<file path="config.mk">
export PLATFORM = sky130hd
export DESIGN_NAME = demux_scheduler
export DESIGN_NICKNAME = d
export VERILOG_FILES = /design/src/rtl/demux_sched_pkg.sv /design/src/rtl/demux_sel_ctr.sv /design/src/rtl/demux_scheduler.sv
export SDC_FILE = /design/constraint.sdc
export NUM_CORES = 1
export LEC_CHECK = 0
export BUFFER_PORTS_ARGS = -buffer_cell sky130_fd_sc_hd__buf_4
export CORE_MARGIN = 2
export CORE_UTILIZATION = 45
export CTS_CLUSTER_SIZE = 8
export DETAILED_ROUTE_END_ITERATION = 7
export GPL_ROUTABILITY_DRIVEN = 1
export PLACE_DENSITY = 0.71
export SYNTH_ARGS = -nofsm -noshare
export SYNTH_HDL_FRONTEND = slang
export SYNTH_HIERARCHICAL = 1
export SYNTH_SLANG_ARGS = --single-unit
</file>
<file path="constraint.sdc">
create_clock -name clk -period 7.4 [get_ports clk]
set_input_delay 1.11 -clock clk [delete_from_list [all_inputs] [get_ports clk]]
set_output_delay 1.11 -clock clk [all_outputs]
set_load 0.005 [all_outputs]
</file>
<file path="src/rtl/demux_sched_pkg.sv">
// demux_sched_pkg: shared FSM encoding and select width for the demux scheduler
package demux_sched_pkg;
    localparam int N_OUT_DEF = 4;
    localparam int SEL_W = $clog2(N_OUT_DEF);
    typedef enum logic {EMPTY = 1'b0, FULL = 1'b1} state_t;
endpackage

</file>
<file path="src/rtl/demux_sel_ctr.sv">
// demux_sel_ctr: per-channel beat counting and select-pointer advance at burst boundaries
module demux_sel_ctr
    import demux_sched_pkg::*;
#(
    parameter int N_OUT = N_OUT_DEF,
    parameter int BURST_W = 4
)(
    input  logic                       clk,
    input  logic                       reset,
    input  logic                       i_deliver,
    input  logic                       i_idle,
    input  logic                       i_cfg_mode,
    input  logic [$clog2(N_OUT)-1:0]   i_cfg_fixed_sel,
    input  logic [BURST_W-1:0]         i_cfg_burst,
    output logic [$clog2(N_OUT)-1:0]   o_sel
);
    localparam int SW = $clog2(N_OUT);
    localparam logic [SW-1:0] S1 = SW'(1);
    localparam logic [BURST_W-1:0] B1 = BURST_W'(1);
    localparam logic [BURST_W:0] ONE = (BURST_W+1)'(1);
    logic [BURST_W-1:0] r_beat, r_burst;
    logic [BURST_W:0]   w_len;
    logic               w_last, w_load;
    logic [SW-1:0]      w_sel_next;
    // a burst length of zero is treated as one item per channel
    assign w_len = (r_burst == '0) ? ONE : {1'b0, r_burst};
    assign w_last = i_deliver && (({1'b0, r_beat} + ONE) == w_len);
    // burst length is only re-sampled between bursts so mid-burst edits wait
    assign w_load = w_last || (i_idle && r_beat == '0);
    assign w_sel_next = i_cfg_mode ? i_cfg_fixed_sel : o_sel + S1;
    // beat counter, latched burst length and select pointer
    always_ff @(posedge clk) begin
        if (reset) begin
            r_beat  <= '0;
            r_burst <= '0;
            o_sel   <= '0;
        end else begin
            if (i_deliver) r_beat <= w_last ? '0 : r_beat + B1;
            if (w_last) o_sel <= w_sel_next;
            if (w_load) r_burst <= i_cfg_burst;
        end
    end
endmodule

</file>
<file path="src/rtl/demux_scheduler.sv">
// demux_scheduler: single-entry holding register steering items to one of N_OUT channels
module demux_scheduler
    import demux_sched_pkg::*;
#(
    parameter int N_OUT = N_OUT_DEF,
    parameter int DATA_W = 8,
    parameter int BURST_W = 4
)(
    input  logic                       clk,
    input  logic                       reset,
    input  logic                       in_valid,
    input  logic [DATA_W-1:0]          in_data,
    output logic                       in_ready,
    output logic [N_OUT-1:0]           out_valid,
    output logic [DATA_W-1:0]          out_data,
    input  logic [N_OUT-1:0]           out_ready,
    output logic [$clog2(N_OUT)-1:0]   sel,
    input  logic                       cfg_mode,
    input  logic [$clog2(N_OUT)-1:0]   cfg_fixed_sel,
    input  logic [BURST_W-1:0]         cfg_burst,
    output logic [15:0]                deliv_cnt
);
    localparam logic [N_OUT-1:0] OH1 = N_OUT'(1);
    state_t            r_state, w_next;
    logic [DATA_W-1:0] r_data;
    logic [15:0]       r_cnt;
    logic              w_full, w_accept, w_deliver;
    assign w_full = r_state == FULL;
    assign w_deliver = w_full && out_ready[sel];
    // ready passes straight through from the selected channel so a full slot can refill each cycle
    assign in_ready = !w_full || out_ready[sel];
    assign w_accept = in_valid && in_ready;
    assign out_valid = w_full ? OH1 << sel : '0;
    assign out_data = r_data;
    assign deliv_cnt = r_cnt;
    // next state: accept always leaves us holding an item, a bare deliver empties the slot
    always_comb begin
        w_next = w_accept ? FULL : (w_deliver ? EMPTY : r_state);
    end
    // state, holding register and delivered-item counter
    always_ff @(posedge clk) begin
        if (reset) begin
            r_state <= EMPTY;
            r_data  <= '0;
            r_cnt   <= '0;
        end else begin
            r_state <= w_next;
            if (w_accept) r_data <= in_data;
            if (w_deliver) r_cnt <= r_cnt + 16'd1;
        end
    end
    demux_sel_ctr #(.N_OUT(N_OUT), .BURST_W(BURST_W)) u_sel_ctr (
        .clk             (clk),
        .reset           (reset),
        .i_deliver       (w_deliver),
        .i_idle          (!w_full),
        .i_cfg_mode      (cfg_mode),
        .i_cfg_fixed_sel (cfg_fixed_sel),
        .i_cfg_burst     (cfg_burst),
        .o_sel           (sel)
    );
endmodule
</file>
==> results.json <==
{
  "outcome": "finished, final reports clean",
  "grt_setup_unrepaired": "no",
  "start_util_pct": 47.8,
  "wl_met1_um": 1780,
  "clockBufferDepth": 2,
  "postCtsSetupRepairBufs": 0,
  "skew_ns": 0.00709,
  "viasPerCell": 5.45,
  "slew-limit-headroom_pct": 39.2,
  "synthMuxAreaShare_pct": 10.3,
  "drtIter0Drc": 72,
  "hold_buffers": 0,
  "finalSetupTns_ns": 0,
  "drcViolationCount": 0,
  "crit_type": "primary input to register",
  "cts_root_buf": "clkbuf_8",
  "cts.clk_slew.worst_paths_ns": 0.07,
  "ir_drop_v": 0.000101,
  "switching_share_pct": 22.7,
  "synth_top_family_by_area": "simple AND/OR/NAND/NOR gates",
  "cts_buffers": 5,
  "synth_top_area_cell": "dfxtp_1",
  "grt_start_max_net_pins": 43,
  "dpl.hpwl_um": 2620,
  "dr.pass1.iters": 4,
  "core_mm2": 0.00372,
  "power.density_mw_per_mm2": 186,
  "diodes": 0,
  "syn-mean-instance-area_um2": 8.89,
  "top_layer_used": "met4",
  "detail-route-antenna-nets": 0,
  "dp_cells": 292,
  "synth_common_cells": "dfxtp_1 (35), a21oi_1 (17), nor2_1 (17), mux2i_1 (16), nand2b_1 (14)",
  "fin_nets": 276,
  "io_pins": 53,
  "path_max_fanout": 13,
  "dieHeight_um": 66.9,
  "port_buffers": 52,
  "avgRoutedWirePerCell_um": 12.6,
  "hold_viol": 0,
  "synth-async-reset-ratio_pct": 0,
  "synth-adder-area-share_pct": 2.11,
  "p_clk_share_pct": 41.6,
  "ys_seq_elements": 35,
  "gp_congestion": 0.790,
  "combPwrFrac_pct": 11.3,
  "wl_met2_um": 1650,
  "rr_worst_depth": 7,
  "drv_cap": 0,
  "intPower_uw": 331,
  "synth_edf_count": 0,
  "endpoint_kind": "register",
  "antenna_found_initial": 0,
  "synth_compound_area_share_pct": 15.7,
  "p_switching_uw": 97.2,
  "grt_pass1_wl_um": 6310,
  "finalCriticalPeriod_ns": 3.27,
  "syn-num-nets": 225,
  "hold_start": "out_data[7]",
  "crit_required_ns": 7.57,
  "min_to": "out_data[7]",
  "final_util_pct": 62.0,
  "synth_xor_area_share_pct": 2.46,
  "timing.rr.end": "u_sel_ctr/r_burst[2]",
  "vias": 1636,
  "grt.overflow.total": 0,
  "netlist_area_mm2": 0.00178,
  "drive_above_1_share_pct": 26.2,
  "p_leak_nw": 0.925,
  "fin_crit_sh_pct": 44.2,
  "yosys.area_share.simple_pct": 26.5,
  "fmax_ghz": 0.306,
  "min_path_cells": 2,
  "ys_dominant_reg_cell": "dfxtp_1",
  "yosysSeqAreaShare_pct": 39.4,
  "finalSetupViolCount": 0,
  "yosysMostFrequentCell": "dfxtp_1",
  "fin_cells": 300,
  "h-tree-depth": 2,
  "synth_cell_types": 43,
  "wirelength_um": 3770,
  "area_growth_pct": 29.6,
  "netlist_instances": 200,
  "drv_slew": 0,
  "cts.repair.resized": 0,
  "hold_path_class": "register to register",
  "r2r-start": "u_sel_ctr/o_sel[1]",
  "synthDominantCellAreaShare_pct": 39.4,
  "fillers": 344,
  "track_usage_pct": 18.6,
  "crit_arrival_ns": 3.44,
  "clk_latency_ns": 0.29,
  "rows": 22,
  "route.met3.wl_um": 280,
  "ys_warn_count": 6,
  "dieArea_mm2": 0.00447,
  "tightest_slew_ns": 0.912,
  "first_global_vias": 1423,
  "rrSetupSlack_ns": 4.44,
  "synthTopCellsByArea": "dfxtp_1 (39%), mux2i_1 (9.0%), nand2b_1 (4.9%)",
  "cts_tree": "built",
  "p_seq_share_pct": 47.2,
  "start_kind": "primary input",
  "cts.sinks": 35,
  "die_w_um": 66.9
}
-- cell type report --
cell class	instances	area, um2	area share [%]
Multi-Input combinational cell	151	1010	44.0
Sequential cell	35	701	30.4
Timing Repair Buffer	52	390	16.9
Clock buffer	6	82.6	3.58
Tap cell	48	60.1	2.61
Clock inverter	2	35.0	1.52
Inverter	6	22.5	0.977
-- power by group through the flow --
stage	combinational, mW	clock [mW]	sequential [mW]
3_5_place_dp	0.0489	0	0.206
4_1_cts	0.0491	0.182	0.202
3_3_place_gp	0.0479	0	0.206
6_report	0.0483	0.178	0.202
5_1_grt	0.0535	0.191	0.203
2_1_floorplan	0.0288	0	0.205
-- cells by family after synthesis --
| logic type | after synthesis |
|---|---|
| simple gates | 84 |
| compound gates | 41 |
| flops | 35 |
| mux | 18 |
| buf+inv | 14 |
| xor+xnor | 5 |
| fa+ha+maj | 3 |
-- state kept, by name, indices dropped and copies added, names as in the netlist --
register	count
u_sel_ctr/r_burst	4
deliv_cnt	16
r_state	1
u_sel_ctr/o_sel	2
out_data	8
u_sel_ctr/r_beat	4
-- layout by cell type, fill, tap and decap left out, types with 6 or more instances in the layout --
| master | Yosys | layout |
|---|---|---|
| a21oi_1 | 17 | 17 |
| dfxtp_1 | 35 | 35 |
| nand2_1 | 9 | 9 |
| buf_4 | 1 | 52 |
| nand3_1 | 10 | 10 |
| clkbuf_8 | 0 | 6 |
| mux2i_1 | 16 | 16 |
| inv_1 | 6 | 6 |
| nand2b_1 | 14 | 14 |
| nor2_1 | 17 | 17 |
| o31ai_1 | 7 | 7 |
| or4_1 | 7 | 7 |
-- worst max path at each step --
stage / from / slack, ns / endpoint / cells after the start
after floorplan: out_ready[3] / 4.43 / u_sel_ctr/o_sel[0] / 9
after global placement: out_ready[3] / 3.87 / u_sel_ctr/r_burst[0] / 8
after detailed placement: out_ready[3] / 3.82 / u_sel_ctr/r_burst[1] / 8
after CTS: out_ready[3] / 4.12 / u_sel_ctr/r_burst[1] / 8
after global routing: out_ready[3] / 3.84 / u_sel_ctr/r_burst[2] / 8
final: out_ready[3] / 4.13 / u_sel_ctr/r_burst[2] / 8
-- worst max-delay path, cell delays in order --
cell and delay (ns):
buf_4 0.07, mux2i_1 0.14, o22ai_1 0.73, a21bo_2 0.30
a311oi_1 0.20, nand4b_1 0.41, o31a_1 0.33, mux2i_1 0.15
-- routing by layer --
| metal | track usage, % | up-vias |
|---|---|---|
| met4 | 7.65 | 0 |
| met2 | 28.5 | 51 |
| met5 | 0 | - |
| met1 | 23.3 | 745 |
| met3 | 7.09 | 7 |
| li1 | - | 833 |
-- metrics by stage --
stage               area, um2  total power, mW  setup WS, ns  hold WS, ns
finish                   2300            0.428          4.13        0.501
CTS                      2300            0.433          4.12        0.508
global route             2300            0.448          3.84        0.535
detailed placement       2190            0.255          3.82        0.488
floorplan                1780            0.234          4.43        0.465
global placement         2190            0.254          3.87        0.483
(Power assumes the default switching activity.)
